===== src/rtl/gate_pkg.sv =====
// +----------------------------------------------------------------------------+
// | gate_pkg: shared state encoding and unity-gain helper for gate_envelope.   |
// | Rev 1.0                                                                    |
// +----------------------------------------------------------------------------+
`default_nettype none

package gate_pkg;

  typedef enum logic [2:0] {
    CLOSED  = 3'd0,
    ATTACK  = 3'd1,
    OPEN    = 3'd2,
    HOLD    = 3'd3,
    RELEASE = 3'd4
  } gate_state_t;

  function automatic int gmax(input int gain_w);
    return 1 << gain_w;
  endfunction

endpackage

`default_nettype wire


===== src/rtl/gain_mult.sv =====
// +----------------------------------------------------------------------------+
// | gain_mult: registered signed sample x unsigned gain, scaled by >>> GAIN_W. |
// | Rev 1.0                                                                    |
// +----------------------------------------------------------------------------+
`default_nettype none

module gain_mult #(
  parameter int WIDTH  = 16,
  parameter int GAIN_W = 8
) (
  input  logic                    clk,
  input  logic                    rst_n,
  input  logic                    in_valid,
  input  logic signed [WIDTH-1:0] sample,
  input  logic [GAIN_W:0]         gain,
  output logic signed [WIDTH-1:0] out,
  output logic                    out_valid
);

  localparam int PW = WIDTH + GAIN_W + 1;

  logic signed [PW-1:0]    sample_ext;
  logic signed [PW-1:0]    gain_ext;
  logic signed [PW-1:0]    prod;
  logic signed [WIDTH-1:0] out_d, out_q;
  logic                    out_valid_d, out_valid_q;
  logic                    unused_prod_bits;

  assign sample_ext = {{(GAIN_W + 1){sample[WIDTH-1]}}, sample};
  assign gain_ext   = {{WIDTH{1'b0}}, gain};
  assign prod       = sample_ext * gain_ext;

  // Taking bits above GAIN_W is the arithmetic shift; gain <= GMAX keeps it in range.
  assign unused_prod_bits = ^{prod[PW-1:GAIN_W+WIDTH], prod[GAIN_W-1:0]};

  always_comb begin
    out_d       = out_q;
    out_valid_d = in_valid;
    if (in_valid) begin
      out_d = prod[GAIN_W +: WIDTH];
    end
  end

  always_ff @(posedge clk or negedge rst_n) begin
    if (!rst_n) begin
      out_q       <= '0;
      out_valid_q <= 1'b0;
    end else begin
      out_q       <= out_d;
      out_valid_q <= out_valid_d;
    end
  end

  assign out       = out_q;
  assign out_valid = out_valid_q;

endmodule

`default_nettype wire


===== src/rtl/gate_envelope.sv =====
// +----------------------------------------------------------------------------+
// | gate_envelope: attack/hold/release gain envelope applied to mic samples.   |
// | Rev 1.0                                                                    |
// +----------------------------------------------------------------------------+
`default_nettype none

module gate_envelope
  import gate_pkg::*;
#(
  parameter int WIDTH        = 16,
  parameter int GAIN_W       = 8,
  parameter int ATTACK_STEP  = 16,
  parameter int RELEASE_STEP = 2,
  parameter int HOLD_SAMPLES = 4800
) (
  input  logic                    clk,
  input  logic                    rst_n,
  input  logic [WIDTH-1:0]        gate_in,
  input  logic                    gate_valid,
  input  logic signed [WIDTH-1:0] audio_in,
  input  logic                    audio_valid,
  output logic signed [WIDTH-1:0] audio_out,
  output logic                    audio_out_valid,
  output logic                    gate_open,
  output logic [GAIN_W:0]         gain_out
);

  localparam int GW   = GAIN_W + 1;
  localparam int SW   = GAIN_W + 2;
  localparam int HC_W = (HOLD_SAMPLES == 0) ? 1 : $clog2(HOLD_SAMPLES + 1);

  localparam logic [GW-1:0]   GMAX      = GW'(gmax(GAIN_W));
  localparam logic [SW-1:0]   ATK       = SW'(ATTACK_STEP);
  localparam logic [GW-1:0]   REL       = GW'(RELEASE_STEP);
  localparam logic [HC_W-1:0] HOLD_INIT = (HOLD_SAMPLES == 0) ? '0 : HC_W'(HOLD_SAMPLES - 1);

  gate_state_t     state_d, state_q;
  logic [GW-1:0]   gain_d, gain_q;
  logic [HC_W-1:0] hold_cnt_d, hold_cnt_q;
  logic            flag_d, flag_q;

  logic [SW-1:0]   atk_sum;
  logic            atk_full;
  logic [GW-1:0]   atk_gain;
  logic [GW-1:0]   rel_gain;

  always_comb begin
    atk_sum  = {1'b0, gain_q} + ATK;
    atk_full = (atk_sum >= {1'b0, GMAX});
    atk_gain = atk_full ? GMAX : atk_sum[GW-1:0];
    rel_gain = (gain_q <= REL) ? '0 : (gain_q - REL);
  end

  // A flag arriving with a sample is used by that same sample.
  always_comb begin
    flag_d     = gate_valid ? (gate_in != '0) : flag_q;
    state_d    = state_q;
    gain_d     = gain_q;
    hold_cnt_d = hold_cnt_q;

    if (audio_valid) begin
      unique case (state_q)
        CLOSED: begin
          gain_d = '0;
          if (flag_d) begin
            gain_d  = atk_gain;
            state_d = atk_full ? OPEN : ATTACK;
          end
        end
        ATTACK: begin
          if (!flag_d) begin
            state_d = RELEASE;
          end else begin
            gain_d  = atk_gain;
            state_d = atk_full ? OPEN : ATTACK;
          end
        end
        OPEN: begin
          gain_d = GMAX;
          if (!flag_d) begin
            if (HOLD_SAMPLES == 0) begin
              state_d = RELEASE;
            end else begin
              state_d    = HOLD;
              hold_cnt_d = HOLD_INIT;
            end
          end
        end
        HOLD: begin
          if (flag_d) begin
            state_d = OPEN;
          end else if (hold_cnt_q == '0) begin
            state_d = RELEASE;
          end else begin
            hold_cnt_d = hold_cnt_q - 1'b1;
          end
        end
        RELEASE: begin
          if (flag_d) begin
            gain_d  = atk_gain;
            state_d = atk_full ? OPEN : ATTACK;
          end else begin
            gain_d = rel_gain;
            if (rel_gain == '0) begin
              state_d = CLOSED;
            end
          end
        end
        default: begin
          state_d = CLOSED;
          gain_d  = '0;
        end
      endcase
    end
  end

  always_ff @(posedge clk or negedge rst_n) begin
    if (!rst_n) begin
      state_q    <= CLOSED;
      gain_q     <= '0;
      hold_cnt_q <= '0;
      flag_q     <= 1'b0;
    end else begin
      state_q    <= state_d;
      gain_q     <= gain_d;
      hold_cnt_q <= hold_cnt_d;
      flag_q     <= flag_d;
    end
  end

  // The multiplier sees the pre-update gain, so a new gain applies from the next sample.
  gain_mult #(
    .WIDTH  (WIDTH),
    .GAIN_W (GAIN_W)
  ) u_gain_mult (
    .clk       (clk),
    .rst_n     (rst_n),
    .in_valid  (audio_valid),
    .sample    (audio_in),
    .gain      (gain_q),
    .out       (audio_out),
    .out_valid (audio_out_valid)
  );

  assign gate_open = (state_q == ATTACK) || (state_q == OPEN) || (state_q == HOLD);
  assign gain_out  = gain_q;

endmodule

`default_nettype wire


===== config.mk =====
export PLATFORM = sky130hd
export DESIGN_NAME = gate_envelope
export DESIGN_NICKNAME = d
export VERILOG_FILES = /design/src/rtl/gate_pkg.sv /design/src/rtl/gain_mult.sv /design/src/rtl/gate_envelope.sv
export SDC_FILE = /design/constraint.sdc
export NUM_CORES = 1
export LEC_CHECK = 0
export CAP_MARGIN = 0
export CORE_MARGIN = 8
export CORE_UTILIZATION = 40
export DETAILED_ROUTE_END_ITERATION = 12
export PLACE_DENSITY_LB_ADDON = 0.1
export SYNTH_ARGS = -nofsm -noshare
export SYNTH_HDL_FRONTEND = slang
export SYNTH_SLANG_ARGS = --single-unit

===== constraint.sdc =====
create_clock -name clk -period 7.1 [get_ports clk]
set_input_delay 1.065 -clock clk [delete_from_list [all_inputs] [get_ports clk]]
set_output_delay 1.065 -clock clk [all_outputs]
set_load 0.05 [all_outputs]

==> impl_metrics.py, run 1 <==
metrics = {
    "outcome": {
        "status": "finished, final reports clean",
    },
    "power_and_ir_drop": {
        "vdd_drop_max_v": 0.000221,
        "seq_power_share_pct": 13.7,
        "p_per_area_nw_per_um2": 372,
        "p_total_mw": 3.12,
        "leakage_nw": 4.03,
        "internal_power_mw": 1.48,
        "power.share.clock_pct": 8.6,
        "p_sw_mw": 1.63,
        "comb_power_share_pct": 77.7,
        "p_sw_share_pct": 52.4,
    },
    "setup_path": {
        "worstPathRequired_ps": 7280,
        "arrival_ps": 6540,
        "worstRegToRegCells": 17,
        "rrSetupSlack_ps": 1260,
        "r2r-end": "u_gain_mult.out[13]",
        "worst_setup_path_start_kind": "primary input",
        "end_kind": "flip-flop",
        "reg2reg_from": "gain_out[2]",
        "worst-setup-path-type": "in -> reg",
        "path_max_fanout": 9,
    },
    "clock_network": {
        "clock_latency_ps": 300,
        "htreeDepth": 2,
        "clkTransAtPathRegs_ps": 70,
        "cts_resized": 0,
        "clockRootBuffer": "clkbuf_16",
        "cts_tree": "done",
        "numCtsBuffers": 5,
        "clock_sinks": 43,
        "clock_path_buffers": 2,
        "post-cts-setup-buffers": 0,
        "hold_buffers": 0,
    },
    "logic_synthesis": {
        "ys.flop_type": "dfrtp_1",
        "synth_edf_count": 0,
        "yosys_warnings": 0,
        "netlist_area_um2": 7410,
        "synthCells": 833,
        "synth_area_leaders": "fa_1, dfrtp_1, ha_1",
        "avgSynthCellArea_um2": 8.89,
        "synth.distinct_cells": 78,
        "yosysSeqAreaShare_pct": 14.5,
        "synth_top_area_cell": "fa_1",
        "ys_async_sr_fraction_pct": 100,
        "yosysTopAreaCellShare_pct": 30.8,
        "synth_seq_cells": 43,
        "syn_nets": 1038,
    },
    "floorplan": {
        "die_x_um": 152,
        "rows": 49,
        "coreArea_um2": 18100,
        "dieArea_um2": 23100,
        "die_h_um": 152,
        "io_pins": 63,
        "initial_core_util_pct": 41.0,
    },
    "drt": {
        "wl_mm": 18.6,
        "vias_per_cell": 5.23,
        "wl_per_cell_um": 17.0,
        "met1Wirelength_mm": 8.23,
        "drt_iter0_markers": 389,
        "dr_wl_met2_mm": 9.50,
        "wl_met3_um": 511,
        "top_layer": "met4",
        "ant_nets": 0,
        "vias": 5747,
        "drc": 0,
        "first_pass_iters": 5,
    },
    "global_routing": {
        "first_global_vias": 6441,
        "antenna_found_initial": 0,
        "grt_use_total_pct": 16.9,
        "grt_max_degree": 44,
        "grt_pass1_wl_mm": 32.2,
        "gr-total-overflow": 0,
    },
    "sta": {
        "period_share_pct": 89.5,
        "tightest_slew_ps": 1010,
        "final_max_slew_viol_count": 0,
        "rsz0062_at_grt": "false",
        "finalWorstSetupSlack_ps": 746,
        "max_slew_margin_pct": 32.5,
        "period_needed_ps": 6350,
        "holdWs_ps": 507,
        "tns_ps": 0,
        "setup_viol": 0,
        "hold_viol_final": 0,
        "fmax_mhz": 157,
        "skew_ps": 7.37,
    },
    "layout": {
        "final_nets": 1073,
        "stdcell_area_um2": 8360,
        "fillCellCount": 1724,
        "drive_gt1_share_pct": 5.64,
        "syn_to_final_growth_pct": 12.9,
        "insertedDiodeCount": 0,
    },
    "hold_path": {
        "hold_depth": 1,
        "holdPathEnd": "hold_cnt_q[10]",
        "hp-start": "hold_cnt_q[10]",
        "hold_path_class": "reg -> reg",
    },
    "placement": {
        "dp_slack_ps": 403,
        "dp_hpwl_mm": 14.9,
        "place_area_um2": 8200,
        "io_buffers": 62,
        "gp_congestion": 0.821,
    },
    "job": {
        "maxCapViolCount": 0,
    },
}
[per-layer routing]
metal	track usage, %	vias to the layer above
li1	-	2717
met1	21.1	2903
met2	30.3	94
met3	2.18	33
met4	4.24	0
met5	0	-
[per-stage QoR]
stage,util (%),cells
after detailed placement,45.3,1090
final,46.2,1098
after CTS,46.2,1098
after global routing,46.2,1098
after global placement,45.3,1090
after floorplan,-,833
[worst max-delay path: stages]
cell             delay, ps
clkdlybuf4s50_1        690
nand2_1                130
fa_1                   550
inv_1                   50
fa_1                   480
fa_1                   520
fa_1                   550
inv_1                   60
fa_1                   530
inv_1                   40
ha_1                   370
nand4_1                120
a211oi_1               330
o31ai_4                160
o211ai_2               310
a41oi_2                170
xnor2_1                140
mux2_2                 260
[worst max-delay path by stage]
stage                      start             endpoint  depth (start not counted)
finish              audio_in[10]  u_gain_mult.out[13]                         18
global route        audio_in[10]  u_gain_mult.out[12]                         17
CTS                 audio_in[10]  u_gain_mult.out[13]                         18
detailed placement  audio_in[11]  u_gain_mult.out[12]                         17
global placement    audio_in[10]  u_gain_mult.out[13]                         18
floorplan           audio_in[11]  u_gain_mult.out[13]                         18
[cell families after synthesis]
logic type                 Yosys count  share of synthesized area, %
buffers and inverters              194                          10.2
muxes                               16                          2.38
and+or+nand+nor                    267                          18.3
adders and majority gates          169                          40.1
DFF                                 43                          14.5
xor gates and xnor gates            24                          2.84
AOI/OAI and AO/OA                  120                          11.7
[Yosys cell counts (4+ instances only)]
| master | number |
|---|---|
| a211oi_1 | 5 |
| a21o_1 | 8 |
| a21oi_1 | 21 |
| a31oi_1 | 10 |
| and2_1 | 64 |
| buf_2 | 5 |
| clkbuf_1 | 33 |
| dfrtp_1 | 43 |
| fa_1 | 114 |
| ha_1 | 55 |
| inv_1 | 149 |
| mux2_2 | 12 |
| nand2_1 | 104 |
| nand2b_1 | 7 |
| nand3_1 | 14 |
| nor2_1 | 36 |
| nor2b_1 | 5 |
| nor3_1 | 9 |
| o21ai_0 | 21 |
| o21ai_1 | 4 |
| o22a_1 | 4 |
| o31ai_1 | 5 |
| or3_1 | 4 |
| xnor2_1 | 19 |
| xor2_1 | 5 |
[registers in the layout (all words and copies together), names as in the netlist]
name / cells
flag_q: 1
hold_cnt_q: 13
gain_out: 9
state_q: 3
u_gain_mult.out: 16
u_gain_mult.out_valid: 1
[power by group through the flow]
stage | Sequential (mW) | Combinational [mW] | Clock [mW]
3_3_place_gp | 0.433 | 2.42 | 0
3_5_place_dp | 0.432 | 2.45 | 0
6_report | 0.427 | 2.42 | 0.269
2_1_floorplan | 0.555 | 1.71 | 0
5_1_grt | 0.439 | 2.78 | 0.286
4_1_cts | 0.428 | 2.47 | 0.272
[layout make-up]
cell class	instances	area [um^2]	share of cell area [%]
Sequential cell	43	1080	12.9
Timing Repair Buffer	72	691	8.26
Inverter	150	563	6.73
Clock buffer	5	125	1.50
Multi-Input combinational cell	596	5580	66.7
Tap cell	229	287	3.43
Clock inverter	3	43.8	0.524
[placed cells by master (no fill, tap or decap), types with 19 or more instances in the layout]
| cell | count |
|---|---|
| and2_1 | 64 |
| inv_1 | 149 |
| clkdlybuf4s50_1 | 61 |
| nand2_1 | 104 |
| o21ai_0 | 21 |
| a21oi_1 | 21 |
| xnor2_1 | 19 |
| nor2_1 | 36 |
| dfrtp_1 | 43 |
| ha_1 | 55 |
| fa_1 | 114 |
(Power assumes the default switching activity.)
==> run 2: changes to the inputs <==
--- a/config.mk
+++ b/config.mk
@@ -6,8 +6,10 @@
 export NUM_CORES = 1
 export LEC_CHECK = 0
 export CAP_MARGIN = 0
+export CELL_PAD_IN_SITES_DETAIL_PLACEMENT = 1
+export CELL_PAD_IN_SITES_GLOBAL_PLACEMENT = 2
 export CORE_MARGIN = 8
-export CORE_UTILIZATION = 40
+export CORE_UTILIZATION = 38
 export DETAILED_ROUTE_END_ITERATION = 12
 export PLACE_DENSITY_LB_ADDON = 0.1
 export SYNTH_ARGS = -nofsm -noshare
==> impl_metrics.py, run 2 (synthesized netlist as in run 1, its figures left out) <==
metrics = {
    "layout": {
        "syn_to_final_growth_pct": 13.5,
        "layout_commonest_cell": "inv_1",
        "insertedDiodeCount": 0,
        "final_core_util_pct": 43.6,
        "final_nets": 1075,
        "stdcell_count": 1136,
        "fillCellCount": 2277,
        "stdcell_area_um2": 8410,
        "drive_gt1_share_pct": 5.86,
        "mostFrequentLayoutCells": "inv_1, fa_1, nand2_1",
        "largest_reg_flops": 16,
    },
    "placement": {
        "gp_congestion": 0.770,
        "place_area_um2": 8260,
        "place_inst": 1128,
        "io_buffers": 62,
        "dp_slack_ps": 342,
        "dp_hpwl_mm": 17.2,
    },
    "setup_path": {
        "cp_slowest_cell": "clkdlybuf4s50_1",
        "path_cells": "clkdlybuf4s50_1 -> nand2_1 -> fa_1 -> inv_1 -> fa_1 -> fa_1 -> fa_1 -> inv_1 -> fa_1 -> inv_1 -> ha_1 -> nand4_1 -> a211oi_1 -> o31ai_4 -> o211ai_2 -> a41oi_2 -> xnor2_1 -> mux2_2",
        "max_stage_delay_ps": 710,
        "r2r-end": "u_gain_mult.out[13]",
        "path_max_fanout": 9,
        "cpMostUsedCell": "fa_1",
        "worstPathRequired_ps": 7280,
        "rrSetupSlack_ps": 1410,
        "arrival_ps": 6580,
        "worst_setup_path_start_kind": "primary input",
        "worstRegToRegCells": 19,
        "end_kind": "flip-flop",
        "reg2reg_from": "gain_out[4]",
        "worst-setup-path-type": "in -> reg",
        "crit_family": "adder cells",
        "cp_num_buf_inv": 4,
    },
    "floorplan": {
        "die_h_um": 156,
        "rows": 51,
        "dieArea_um2": 24200,
        "initial_core_util_pct": 38.4,
        "io_pins": 63,
        "die_x_um": 156,
        "coreArea_um2": 19300,
    },
    "drt": {
        "drc": 0,
        "drt_iter0_markers": 300,
        "vias_per_cell": 5.15,
        "wl_mm": 21.0,
        "ant_nets": 0,
        "first_pass_iters": 4,
        "wl_per_cell_um": 18.5,
        "vias": 5853,
    },
    "sta": {
        "skew_ps": 7.04,
        "holdWs_ps": 496,
        "hold_viol_final": 0,
        "period_share_pct": 90.2,
        "finalWorstSetupSlack_ps": 695,
        "period_needed_ps": 6400,
        "tightest_slew_ps": 1060,
        "final_max_slew_viol_count": 0,
        "fmax_mhz": 156,
        "tns_ps": 0,
        "rsz0062_at_grt": "false",
        "max_slew_margin_pct": 29.3,
        "setup_viol": 0,
    },
    "clock_network": {
        "hold_buffers": 0,
        "cts_tree": "done",
        "clock_path_buffers": 2,
        "clkTransAtPathRegs_ps": 60,
        "cts_resized": 0,
        "htreeDepth": 2,
        "clockRootBuffer": "clkbuf_16",
        "clock_latency_ps": 290,
        "numCtsBuffers": 5,
        "clock_sinks": 43,
        "post-cts-setup-buffers": 0,
    },
    "hold_path": {
        "holdPathEnd": "hold_cnt_q[0]",
        "hp-start": "hold_cnt_q[0]",
        "hold_path_class": "reg -> reg",
        "hold_depth": 1,
    },
    "global_routing": {
        "first_global_vias": 6860,
        "grt_max_degree": 44,
        "antenna_found_initial": 0,
        "grt_pass1_wl_mm": 36.0,
        "grt_use_total_pct": 18.7,
        "gr-total-overflow": 0,
    },
    "power_and_ir_drop": {
        "p_total_mw": 3.14,
        "leakage_nw": 4.03,
        "p_per_area_nw_per_um2": 374,
        "vdd_drop_max_v": 0.000209,
    },
    "job": {
        "maxCapViolCount": 0,
    },
    "outcome": {
        "status": "finished, final reports clean",
    },
}
-- run 2: per-layer routing --
layer / track usage, % / up-vias / wire length, um
met5: 0 / - / 0
met4: 4.02 / 0 / 391
met3: 2.83 / 26 / 629
met2: 34.3 / 77 / 10900
met1: 22.7 / 3027 / 9060
li1: - / 2723 / -
-- run 2: worst max path at each step --
stage | slack, ps | cells past startpoint | to | start
2_1_floorplan | 1230 | 18 | u_gain_mult.out[13] | audio_in[11]
5_1_grt | 350 | 18 | u_gain_mult.out[14] | audio_in[10]
6_report | 700 | 18 | u_gain_mult.out[13] | audio_in[10]
4_1_cts | 680 | 18 | u_gain_mult.out[13] | audio_in[10]
3_5_place_dp | 340 | 18 | u_gain_mult.out[13] | audio_in[10]
3_3_place_gp | 530 | 18 | u_gain_mult.out[13] | audio_in[10]
-- run 2: power breakdown --
group	internal, mW	total, mW	switching [mW]
Sequential	0.313	0.403	0.0894
Clock	0.141	0.247	0.106
Combinational	1.01	2.49	1.48
Total	1.47	3.14	1.68
-- run 2: cell type report --
type	instances	area, um^2	area share [%]
clock buffers	6	139	1.65
clock inverters	2	16.3	0.193
inverters	150	563	6.69
multi-input cells	596	5580	66.3
flip-flops and latches	43	1080	12.8
well taps	265	332	3.94
repair buffers	74	706	8.39
==> run 3: changes to the inputs <==
--- a/config.mk
+++ b/config.mk
@@ -10,6 +10,7 @@
 export CELL_PAD_IN_SITES_GLOBAL_PLACEMENT = 2
 export CORE_MARGIN = 8
 export CORE_UTILIZATION = 38
+export CTS_CLUSTER_SIZE = 40
 export DETAILED_ROUTE_END_ITERATION = 12
 export PLACE_DENSITY_LB_ADDON = 0.1
 export SYNTH_ARGS = -nofsm -noshare
==> results of run 3 <==
The final DEF is identical to that of run 2; final timing and power are the same.
